File: config.mk
export PLATFORM = sky130hd
export DESIGN_NAME = clip_record_play_controller_flat
export DESIGN_NICKNAME = d
export VERILOG_FILES = /design/src/rtl/clip_record_play_controller_if.sv /design/src/rtl/clip_record_play_controller.sv /design/src/flat_wrapper.sv
export SDC_FILE = /design/constraint.sdc
export NUM_CORES = 1
export LEC_CHECK = 0
export CORE_ASPECT_RATIO = 0.6
export CORE_UTILIZATION = 49
export DETAILED_ROUTE_END_ITERATION = 10
export PLACE_DENSITY = 0.76
export SYNTH_ARGS = -nofsm -noshare
export SYNTH_HDL_FRONTEND = slang
export SYNTH_SLANG_ARGS = --single-unit
File: constraint.sdc
create_clock -name clock_i -period 4.1 [get_ports clock_i]
set_input_delay 1.025 -clock clock_i [delete_from_list [all_inputs] [get_ports clock_i]]
set_output_delay 1.025 -clock clock_i [all_outputs]
set_load 0.1 [all_outputs]
File: src/rtl/clip_record_play_controller_if.sv
// Memory-side datapath bundle between the clip sequencer and the
// serializer / deserializer / sample memory.
interface clip_record_play_controller_if #(
    parameter int NUM_CLIPS = 4,
    parameter int ADDR_W    = 17
);
    localparam int SEL_W = $clog2(NUM_CLIPS);

    logic              ser_en;    // serializer enable while recording
    logic              deser_en;  // deserializer enable while playing
    logic [ADDR_W-1:0] mem_addr;  // sample address within the active bank
    logic              mem_rw;    // 1 write, 0 read
    logic              mem_we;    // write strobe
    logic [SEL_W-1:0]  mem_bank;  // active bank

    modport master (output ser_en, deser_en, mem_addr, mem_rw, mem_we, mem_bank);
    modport slave  (input  ser_en, deser_en, mem_addr, mem_rw, mem_we, mem_bank);
endinterface

File: src/rtl/clip_record_play_controller.sv
// Record/playback sequencer for NUM_CLIPS clips sharing one sample memory.
// Each clip keeps its recorded length so playback stops at the recorded end.
// Optional feature: define LOOP_PLAYBACK_EN to make playback wrap to address 0
// at the end of the clip instead of finishing; only stop ends a looping play.
module clip_record_play_controller #(
    parameter int NUM_CLIPS = 4,
    parameter int ADDR_W    = 17,
    parameter int MAX_LEN   = 2**ADDR_W,
    localparam int SEL_W    = $clog2(NUM_CLIPS)
) (
    input  logic                 clock_i,
    input  logic                 reset_i,
    input  logic                 play_cmd_i,
    input  logic                 record_cmd_i,
    input  logic                 stop_cmd_i,
    input  logic [SEL_W-1:0]     clip_sel_i,
    input  logic                 sample_tick_i,
    output logic [3:0]           clip_num_o,
    output logic                 busy_o,
    output logic [1:0]           state_o,
    output logic [NUM_CLIPS-1:0] clip_valid_o,
    output logic                 done_o,
    clip_record_play_controller_if.master mem_if
);
    typedef enum logic [1:0] {
        S_IDLE = 2'd0,
        S_PLAY = 2'd1,
        S_REC  = 2'd2
    } state_e;

    // Lengths are one bit wider than the address so a full bank (MAX_LEN) fits.
    localparam logic [ADDR_W:0] MAX_LEN_W = (ADDR_W+1)'(MAX_LEN);

    state_e                          state_q, state_d;
    logic [SEL_W-1:0]                bank_q, bank_d;
    logic [ADDR_W-1:0]               addr_q, addr_d;
    logic [NUM_CLIPS-1:0][ADDR_W:0]  len_q, len_d;
    logic                            done_q, done_d;
    logic [ADDR_W:0]                 addr_inc;

    // Full-width address + 1: doubles as "samples done after this tick".
    assign addr_inc = {1'b0, addr_q} + 1'b1;

    // State, bank, address, lengths and done pulse registers.
    always_ff @(posedge clock_i or negedge reset_i) begin
        if (!reset_i) begin
            state_q <= S_IDLE;
            bank_q  <= '0;
            addr_q  <= '0;
            len_q   <= '0;
            done_q  <= 1'b0;
        end else begin
            state_q <= state_d;
            bank_q  <= bank_d;
            addr_q  <= addr_d;
            len_q   <= len_d;
            done_q  <= done_d;
        end
    end

    // Next-state: command decode in IDLE, sample stepping and end detection otherwise.
    always_comb begin
        state_d = state_q;
        bank_d  = bank_q;
        addr_d  = addr_q;
        len_d   = len_q;
        done_d  = 1'b0;
        unique case (state_q)
            S_IDLE: begin
                // stop in IDLE is a no-op but still outranks record/play
                if (stop_cmd_i) begin
                    state_d = S_IDLE;
                end else if (record_cmd_i) begin
                    state_d           = S_REC;
                    bank_d            = clip_sel_i;
                    len_d[clip_sel_i] = '0;  // an aborted take never replays stale data
                end else if (play_cmd_i && (len_q[clip_sel_i] != '0)) begin
                    state_d = S_PLAY;
                    bank_d  = clip_sel_i;
                end
            end
            S_REC: begin
                if (sample_tick_i && (addr_inc == MAX_LEN_W)) begin
                    len_d[bank_q] = MAX_LEN_W;
                    state_d       = S_IDLE;
                    done_d        = 1'b1;
                end else if (stop_cmd_i) begin
                    // a tick coinciding with stop has already been written
                    len_d[bank_q] = sample_tick_i ? addr_inc : {1'b0, addr_q};
                    state_d       = S_IDLE;
                    done_d        = 1'b1;
                end else if (sample_tick_i) begin
                    addr_d = addr_inc[ADDR_W-1:0];
                end
            end
            S_PLAY: begin
                if (stop_cmd_i) begin
                    state_d = S_IDLE;
                    done_d  = 1'b1;
                end else if (sample_tick_i) begin
                    if (addr_inc == len_q[bank_q]) begin
`ifdef LOOP_PLAYBACK_EN
                        addr_d = '0;
`else
                        state_d = S_IDLE;
                        done_d  = 1'b1;
`endif
                    end else begin
                        addr_d = addr_inc[ADDR_W-1:0];
                    end
                end
            end
            default: state_d = S_IDLE;
        endcase
        // Entering any state from IDLE, or returning to IDLE, restarts the address.
        if (state_d == S_IDLE || state_q == S_IDLE) addr_d = '0;
    end

    // A clip is valid once it holds at least one sample.
    always_comb begin
        clip_valid_o = '0;
        for (int i = 0; i < NUM_CLIPS; i++) clip_valid_o[i] = (len_q[i] != '0);
    end

    // LED clip number follows the selector in IDLE and the latched bank otherwise;
    // forced to 0 while reset is asserted.
    always_comb begin
        clip_num_o = '0;
        if (reset_i)
            clip_num_o = (state_q == S_IDLE) ? 4'(clip_sel_i) + 4'd1 : 4'(bank_q) + 4'd1;
    end

    assign busy_o          = (state_q != S_IDLE);
    assign state_o         = state_q;
    assign done_o          = done_q;
    assign mem_if.ser_en   = (state_q == S_REC);
    assign mem_if.deser_en = (state_q == S_PLAY);
    assign mem_if.mem_rw   = (state_q == S_REC);
    assign mem_if.mem_we   = (state_q == S_REC) && sample_tick_i;
    assign mem_if.mem_addr = addr_q;
    assign mem_if.mem_bank = bank_q;
endmodule

File: src/flat_wrapper.sv
// flat-port wrapper written by rule: the top's interface ports become plain ports
module clip_record_play_controller_flat 
#(
    parameter int NUM_CLIPS = 4,
    parameter int ADDR_W    = 17,
    parameter int MAX_LEN   = 2**ADDR_W,
    localparam int SEL_W    = $clog2(NUM_CLIPS)
)
  (clock_i, reset_i, play_cmd_i, record_cmd_i, stop_cmd_i, clip_sel_i, sample_tick_i, clip_num_o, busy_o, state_o, clip_valid_o, done_o, mem_if_ser_en, mem_if_deser_en, mem_if_mem_addr, mem_if_mem_rw, mem_if_mem_we, mem_if_mem_bank);
  clip_record_play_controller_if #(.NUM_CLIPS(NUM_CLIPS), .ADDR_W(ADDR_W)) mem_if_i ();
  input  logic clock_i;
  input  logic reset_i;
  input  logic play_cmd_i;
  input  logic record_cmd_i;
  input  logic stop_cmd_i;
  input  logic [SEL_W-1:0] clip_sel_i;
  input  logic sample_tick_i;
  output logic [3:0] clip_num_o;
  output logic busy_o;
  output logic [1:0] state_o;
  output logic [NUM_CLIPS-1:0] clip_valid_o;
  output logic done_o;
  output wire logic [$bits(mem_if_i.ser_en)-1:0] mem_if_ser_en;
  output wire logic [$bits(mem_if_i.deser_en)-1:0] mem_if_deser_en;
  output wire logic [$bits(mem_if_i.mem_addr)-1:0] mem_if_mem_addr;
  output wire logic [$bits(mem_if_i.mem_rw)-1:0] mem_if_mem_rw;
  output wire logic [$bits(mem_if_i.mem_we)-1:0] mem_if_mem_we;
  output wire logic [$bits(mem_if_i.mem_bank)-1:0] mem_if_mem_bank;
  assign mem_if_ser_en = mem_if_i.ser_en;
  assign mem_if_deser_en = mem_if_i.deser_en;
  assign mem_if_mem_addr = mem_if_i.mem_addr;
  assign mem_if_mem_rw = mem_if_i.mem_rw;
  assign mem_if_mem_we = mem_if_i.mem_we;
  assign mem_if_mem_bank = mem_if_i.mem_bank;
  clip_record_play_controller #(.NUM_CLIPS(NUM_CLIPS), .ADDR_W(ADDR_W), .MAX_LEN(MAX_LEN)) u_core (.clock_i(clock_i), .reset_i(reset_i), .play_cmd_i(play_cmd_i), .record_cmd_i(record_cmd_i), .stop_cmd_i(stop_cmd_i), .clip_sel_i(clip_sel_i), .sample_tick_i(sample_tick_i), .clip_num_o(clip_num_o), .busy_o(busy_o), .state_o(state_o), .clip_valid_o(clip_valid_o), .done_o(done_o), .mem_if(mem_if_i));
endmodule
## After elaboration in Yosys (flattened, before gate mapping)

Index checks and enable logic that the tools add are counted.
W data, S select, Z words.

| storage, ports and cells | value |
|---|---|
| bits in registers | 94 |
| bits of input ports | 8 |
| output and inout port bits | 35 |
| word-level logic and storage cells | 96 |

| cells by class | value |
|---|---|
| add/sub/neg operators | 3 |
| order comparisons | 4 |
| equal/unequal tests | 13 |
| muxes and demuxes | 42 |
| bitwise gates (word level) | 6 |
| reductions and logical operators | 20 |

Operators with widths:

| kind | count |
|---|---|
| $mux W72 | 4 |
| $pmux W72 S2 | 1 |
| $mux W17 | 7 |
| $mux W18 | 5 |
| $reduce_bool A18 Y1 | 5 |
| $and A72 B72 Y72 | 1 |
| $bmux W18 S2 | 2 |
| $bwmux W72 | 1 |
| $demux W18 S2 | 2 |
| $not A72 Y72 | 1 |
| $and A68 B68 Y68 | 1 |
| $not A68 Y68 | 1 |
| $pmux W17 S2 | 1 |
| $mux W2 | 10 |
| $add A17 B1 Y18 const B | 1 |
| $eq A18 B18 Y1 | 1 |
| $eq A18 B18 Y1 const B | 1 |
| $ne A3 B2 Y1 const B | 5 |
| $mux W4 | 2 |
| $reduce_and A7 Y1 | 1 |
| $add A2 B1 Y3 const B | 2 |
| $lt A2 B3 Y1 const B | 2 |
| $ne A3 B3 Y1 const B | 2 |
| $pmux W2 S3 | 1 |
| other kinds (15) | 28 |

## Logic depth before layout (Yosys ltp)

Gate-level depths: netlist of run 1.

| depth | value |
|---|---|
| depth after elaboration | 12 |
| mapped depth | 13 |
| depth with buffers taken out | 10 |

## Worst setup path before layout of run 1

No wires, ideal clock.

| timing path | value |
|---|---|
| path type | register -> output |
| start point | register u_core.state_q[1] (netlist: u_core.state_o[1]) |
| end point | output mem_if_mem_we |
| arrival | 3,747 ps |
| data required time | 3,075 ps |
| slack | -672 ps |
| stages on the path, launching flop included | 5 |
| path buffers | 1 |
| cell sequence | dfrtp_1 -> ha_1 -> clkbuf_1 -> clkinv_1 -> nor2_1 |

| on the way | value |
|---|---|
| cells in the longest elaborated chain, start to end | 2 |

Ends and longest elaborated chain:

| item | RTL line | source |
|---|---|---|
| start: declaration | clip_record_play_controller.sv:34 | `state_e state_q, state_d;` |
| start signal: assignment | clip_record_play_controller.sv:53 | `state_q <= state_d;` |
| $eq A2 B2 Y1 | n/a |  |
| via mem_if_mem_rw | flat_wrapper.sv:26 | `output wire logic [$bits(mem_if_i.mem_rw)-1:0] mem_if_mem_rw;` |
| $logic_and A1 B1 Y1 | clip_record_play_controller.sv:139 | `assign mem_if.mem_we = (state_q == S_REC) && sample_tick_i;` |
| end: declaration | flat_wrapper.sv:27 | `output wire logic [$bits(mem_if_i.mem_we)-1:0] mem_if_mem_we;` |

The timed path passes the listed nets, and every way through them passes these cells.

## Worst setup path after layout of run 1

| timing path | value |
|---|---|
| start point | register u_core.bank_q[1] (netlist: u_core.mem_if.mem_bank[1]) |
| end point | register u_core.addr_q[11] (netlist: u_core.mem_if.mem_addr[11]) |

| on the way | value |
|---|---|
| cells in the longest elaborated chain, start to end | 11 |
| elaborated cells on any way between the ends | 18 |
| those cells by class | eq/ne (7); mux (7); reduce/logical (4) |

Ends and longest elaborated chain:

| item | RTL line | source |
|---|---|---|
| start: declaration | clip_record_play_controller.sv:35 | `logic [SEL_W-1:0] bank_q, bank_d;` |
| start signal: assignment | clip_record_play_controller.sv:54 | `bank_q <= bank_d;` |
| $bmux W18 S2 * | clip_record_play_controller.sv:101 | `if (addr_inc == len_q[bank_q]) begin` |
| $mux W18 (not written as such) * | clip_record_play_controller.sv:101 |  |
| $eq A18 B18 Y1 * | clip_record_play_controller.sv:101 |  |
| $mux W2 * | clip_record_play_controller.sv:101 |  |
| $mux W2 * | clip_record_play_controller.sv:100 | `end else if (sample_tick_i) begin` |
| $mux W2 * | clip_record_play_controller.sv:97 | `if (stop_cmd_i) begin` |
| $pmux W2 S3 * | clip_record_play_controller.sv:68 | `unique case (state_q)` |
| via u_core.state_d[1] | clip_record_play_controller.sv:34 |  |
| $logic_not A2 Y1 * | clip_record_play_controller.sv:116 | `if (state_d == S_IDLE \|\| state_q == S_IDLE) addr_d = '0;` |
| $logic_or A1 B1 Y1 * | clip_record_play_controller.sv:116 |  |
| $ne A3 B3 Y1 (no line), or another cell as far along | n/a |  |
| $reduce_and A7 Y1 (no line) | n/a |  |
| end signal: assignment | clip_record_play_controller.sv:55 | `addr_q <= addr_d;` |
| end: declaration | clip_record_play_controller.sv:36 | `logic [ADDR_W-1:0] addr_q, addr_d;` |

Mark *: on every way through the listed nets, which the timed path passes. The rest lies on a longest branch. The select of a mux whose other input is x is not followed.
A chain may end at the register's enable or synchronous reset.

==> qor.csv, run 1 <==
metric,value,unit
crit_path_top_delay_cell,dfrtp_1,
drive_gt1_share,13.9,%
path_class,reg2reg,
power-per-cell-area,392,nW/um2
synth_ff_type,dfrtp_1,
fp.dieW,141,um
grt_start_max_net_pins,56,
synth_seq_area_share,41.3,%
outcome,"complete, no violations",
gr-usage-met1,45.8,%
whs,0.508,ns
cts_inserted_buffers,9,
drt_iter0_drc,736,
ys.warnings.count,0,
die-area,12100,um2
cts_tree,done,
cpMostUsedCell,buf_4,
critPathLaunchType,flip-flop,
yosys.cell_types.count,65,
grtUsageMet3,8.60,%
diodes,0,
post-route-period-util,91.2,%
final_cell_count_no_fill,807,
track_usage,30.4,%
syn_inst,608,
power_leakage,2.71,nW
setup_violations,0,
core_area,11300,um2
cp_cell_sequence,buf_4 -> mux4_1 -> xnor2_1 -> mux2_2 -> nor4b_1 -> a41oi_1 -> o31a_1 -> o21ai_4 -> buf_4 -> o21ba_1,
vias,5149,
syn-num-nets,623,
dp_hpwl,12700,um
crit_required,4.34,ns
nFillCells,1002,
clock_path_buffers,2,
grt_overflow,0,
slew_viol_final,0,
rsz0062_at_grt,false,
max-slew-margin-rel,34.7,%
clock-sinks,94,
antenna_found_initial,0,
tns,0,ns
arrival,3.98,ns
clock-skew-final,0.00801,ns
dp.cells,791,
hp-class,reg2reg,
met2_usage,42.4,%
wirelength,17100,um
root_buffer,clkbuf_16,
port_buffers,41,
synth-edff-count,0,
ant_nets,0,
crit_path_max_fanout,17,
max_cap_violations,0,
fin_crit,3.74,ns
pre_cts_slack,0.207,ns
syn_area,5700,um2
place_congestion,0.976,
slowest_delay,0.76,ns
finalHoldViolations,0,
route.detailed.drc,0,
worst_slew_pin_slew,0.976,ns
grt_pass1_wl,27600,um
critPathTopFamily,compound AO/OA/AOI/OAI gates,
yosys_register_bits,94,
avgSynthCellArea,9.37,um2
cp-end-kind,flip-flop,
num_rows,30,
clk_latency,0.35,ns
die_h,85.5,um
totalPowerFinal,0.00257,W
clock.fmax,0.267,GHz
nets,657,
ios,43,
start_util,50.4,%
via_per_inst,6.38,
busiest_layer,met1,
synth-async-reset-ratio,100,%
cts_max_level,3,
area_growth,15.0,%
path_clk_slew,0.07,ns
post-cts-setup-buffer-count,0,
setup_ws,0.359,ns
firstDrtPassIters,5,
ir_drop,428,uV
cp.buffers_inverters,2,
post_drt_wl_per_cell,21.2,um
grt_pass1_vias,4836,
==> cell families after synthesis <==
logic type	synth area share [%]
muxes	9.33
DFF	41.3
and+or+nand+nor	21.4
other	0.0658
AOI/OAI and AO/OA	14.2
buffers and inverters	4.24
xor gates and xnor gates	7.91
adders and majority gates	1.54
==> layout make-up <==
type	instances	area, um2	area share [%]
sequential	94	2350	35.9
inverter	12	45.0	0.687
multi-input combinational	466	3110	47.4
timing repair buffer	59	558	8.51
clock inverter	6	50.0	0.764
tap	160	200	3.05
clock buffer	10	239	3.65
==> sequential cells by signal (all words and copies together) (netlist names) <==
register                flops
u_core.len_q               72
u_core.mem_if.mem_bank      2
u_core.state_o              2
u_core.mem_if.mem_addr     17
u_core.done_o               1
==> synthesized netlist by cell type (8+ instances only) <==
master / count / area share, %
mux2_2: 8 / 1.6
dfrtp_1: 94 / 41
nand2_1: 100 / 6.6
nor2_1: 28 / 1.8
o21ai_0: 89 / 7.8
clkbuf_1: 18 / 1.2
a21oi_1: 11 / 0.97
inv_1: 11 / 0.72
xnor2_1: 29 / 4.5
mux4_2: 12 / 4.7
nor3_1: 9 / 0.79
xor2_1: 18 / 2.8
or4_1: 10 / 1.3
or3_1: 8 / 0.88
buf_2: 8 / 0.70
nand3_1: 17 / 1.5
nand4_1: 14 / 1.5
nor4_1: 15 / 1.6
==> per-stage QoR <==
| step | instance area (um2) | utilization [%] |
|---|---|---|
| global route | 6560 | 58.0 |
| finish | 6560 | 58.0 |
| global placement | 6260 | 55.4 |
| floorplan | 5700 | - |
| CTS | 6550 | 58.0 |
| detailed placement | 6260 | 55.4 |
==> where the power goes <==
| part | switching [W] | leakage (nW) | internal [W] |
|---|---|---|---|
| clock network | 0.000385 | 0.142 | 0.000438 |
| logic | 0.000523 | 1.26 | 0.000218 |
| registers | 0.0000579 | 1.31 | 0.000949 |
==> worst paths after layout <==
check	startpoint	endpoint	slack (ns)	depth (start not counted)
setup / recovery	u_core.mem_if.mem_bank[1]$_DFFE_PN0P_	u_core.mem_if.mem_addr[11]$_DFFE_PN0P_	0.36	10
hold / removal	u_core.len_q[4]$_DFFE_PN0P_	u_core.len_q[4]$_DFFE_PN0P_	0.51	2
setup reg to reg	u_core.mem_if.mem_bank[1]$_DFFE_PN0P_	u_core.mem_if.mem_addr[11]$_DFFE_PN0P_	0.36	10
hold reg to reg	u_core.len_q[4]$_DFFE_PN0P_	u_core.len_q[4]$_DFFE_PN0P_	0.51	2
max in group asynchronous	reset_i	u_core.mem_if.mem_bank[0]$_DFFE_PN0P_	2.14	3
min in group asynchronous	reset_i	u_core.len_q[50]$_DFFE_PN0P_	0.82	2
==> what timing repair did <==
| item | CTS | global route |
|---|---|---|
| setup endpoints to repair | 0 | 1 |
| gates resized for setup | 0 | 1 |
| hold buffers | 0 | 0 |
==> cells in the final DEF, fill, tap and decap left out, drive strengths merged, types with 4 or more instances in the layout <==
master         instances
nand4                 14
o21a                   4
buf                   33
or3                    8
nor4                  15
or4                   10
nor3                  10
dfrtp                 94
clkbuf                10
and4                   5
inv                   15
xor2                  18
ha                     7
mux2                   8
and2                   7
clkdlybuf4s50         26
xnor2                 30
o21ai                 94
a32o                   4
mux2i                  4
nor2b                  4
nand3                 18
mux4                  17
nand2b                 4
nand2                101
nor2                  34
a21oi                 15
==> worst reg2reg max path: stages (launching register included) <==
cell and delay (ns):
dfrtp_1 0.76, buf_4 0.31, mux4_1 0.37, xnor2_1 0.20
mux2_2 0.37, nor4b_1 0.33, a41oi_1 0.31, o31a_1 0.41
o21ai_4 0.12, buf_4 0.27, o21ba_1 0.19
==> layer usage <==
layer	up-vias	part of all wire, %
li1	2248	-
met1	2541	44
met2	329	41
met3	31	12
met4	0	2.0
met5	-	0
Power figures use the tool's default switching activity.
==> run 2: changes to the inputs <==
- CORE_MARGIN: unset -> 2
- CORE_UTILIZATION: 49 -> 30
- CTS_CLUSTER_DIAMETER: unset -> 120
- PLACE_DENSITY: 0.76 -> 0.54
==> run 2 against run 1 <==
Power grew 11%. Critical path depth up 1. First-iteration DRC count is 6.5% lower. Die area grew 67%. Highest routed layer unchanged.
==> qor.csv, run 2 (same netlist as run 1, synthesis figures left out) <==
metric,value,unit
ir_drop,405,uV
multi_input_area,3110,um2
max_cap_violations,0,
largest_register,u_core.len_q,
post_cts_resized,0,
path_clk_slew,0.07,ns
hp-class,in2async,
drt_iter0_drc,688,
routed-wl-met2,7550,um
p_clk_share,37.8,%
diodes,0,
cts_hold_buf,0,
nets,665,
met1_length,9920,um
vias,5131,
final_cell_mix,"nand2_1 (100), dfrtp_1 (92), o21ai_0 (89)",
area_growth,19.4,%
rsz0062_at_grt,false,
worstSetupPathDepth,11,
post-route-period-util,92.8,%
startpoint,u_core.mem_if.mem_addr[0]$_DFFE_PN0P_,
highest_layer,met4,
slew_viol_final,0,
clock.fmax,0.263,GHz
die_h,111,um
grt_pass1_wl,30200,um
p_int,0.00185,W
finalHoldViolations,0,
power_leakage,2.80,nW
via_per_inst,5.73,
clock-skew-final,0.00916,ns
register_area,2350,um2
cts_max_level,3,
wl_met3,1920,um
cp-end-kind,flip-flop,
core_area,18400,um2
slowest_delay,0.55,ns
max-slew-margin-rel,33.8,%
tns,0,ns
r2r_slack,0.30,ns
final_common_cell,nand2_1,
critPathTopFamily,compound AO/OA/AOI/OAI gates,
cp_cell_sequence,ha_1 -> and3_1 -> nand4_1 -> or3_1 -> a21oi_1 -> nor4b_1 -> a41oi_1 -> o31a_1 -> o21ai_4 -> buf_4 -> a21oi_2,
critPathLaunchType,flip-flop,
crit_path_top_delay_cell,dfrtp_1,
path_class,reg2reg,
dp.cells,879,
ios,43,
crit_path_max_fanout,12,
arrival,4.03,ns
largest_reg_flops,72,
switchingPower,0.000986,W
crit_required,4.33,ns
cp.buffers_inverters,1,
track_usage,19.6,%
clock_path_buffers,2,
worst_slew_pin_slew,0.990,ns
post-cts-setup-buffer-count,0,
whs,0.486,ns
cts_inserted_buffers,9,
final_cell_count_no_fill,895,
setup_violations,0,
ant_nets,0,
num_rows,38,
place_congestion,0.931,
final_util,37.1,%
route.detailed.drc,0,
cts_tree,done,
totalPowerFinal,0.00284,W
drive_gt1_share,15.3,%
antenna_found_initial,0,
start_util,31.0,%
dp_hpwl,14400,um
grt_overflow,0,
cp-endpoint,u_core.mem_if.mem_addr[13]$_DFFE_PN0P_,
post_drt_wl_per_cell,21.8,um
rr_worst_depth,11,
clock-sinks,94,
grt_start_max_net_pins,48,
grt_pass1_vias,4859,
power-per-cell-area,418,nW/um2
port_buffers,41,
wirelength,19500,um
r2r_start,u_core.mem_if.mem_addr[0]$_DFFE_PN0P_,
nFillCells,1870,
fin_crit,3.80,ns
seqPwrFrac,35.3,%
p_comb_share,26.9,%
worstReg2RegEnd,u_core.mem_if.mem_addr[13]$_DFFE_PN0P_,
clk_latency,0.35,ns
fp.dieW,182,um
die-area,20100,um2
firstDrtPassIters,5,
root_buffer,clkbuf_16,
swShare,34.7,%
outcome,"complete, no violations",
run 2: changes by cell type in the layout (fill, tap and decap cells not counted), sizes merged:
cell,previous run,this run
clkdlybuf4s50,26,25
buf,33,42
clkinv,2,1
bufinv,0,4
clkinvlp,1,0
inv,15,13
run 2: per-layer routing:
metal,track usage [%],vias up
met5,0,-
met2,25.5,259
met1,32.1,2586
met3,5.19,15
met4,2.90,0
li1,-,2271
run 2: worst min-delay path by stage:
stage,end,slack (ns)
6_report,u_core.mem_if.mem_bank[1]$_DFFE_PN0P_,0.49
3_3_place_gp,u_core.len_q[4]$_DFFE_PN0P_,0.49
5_1_grt,u_core.mem_if.mem_bank[1]$_DFFE_PN0P_,0.47
3_5_place_dp,u_core.len_q[7]$_DFFE_PN0P_,0.50
4_1_cts,u_core.mem_if.mem_bank[1]$_DFFE_PN0P_,0.48
2_1_floorplan,u_core.len_q[26]$_DFFE_PN0P_,0.45
run 2: final cells by class:
cell class	instances	share of cell area [%]
clock inverter	6	2.02
tap	240	4.42
sequential	94	34.6
timing repair buffer	67	9.05
inverter	12	0.662
multi-input combinational	466	45.7
clock buffer	10	3.51
run 2: per-stage QoR:
stage | instance area, um2 | worst slack [ns]
after floorplan | 5700 | 0.0350
after global placement | 6420 | 0.338
after detailed placement | 6420 | 0.238
after CTS | 6800 | 0.219
after global routing | 6800 | 0.100
final | 6800 | 0.297
run 2: power groups by stage:
stage / sequential (W) / clock (W) / combinational (W)
final: 0.00100 / 0.00107 / 0.000764
after global routing: 0.00101 / 0.00112 / 0.000805
after CTS: 0.000999 / 0.00109 / 0.000763
after detailed placement: 0.00102 / 0 / 0.000760
after global placement: 0.00102 / 0 / 0.000758
after floorplan: 0.00106 / 0 / 0.000499
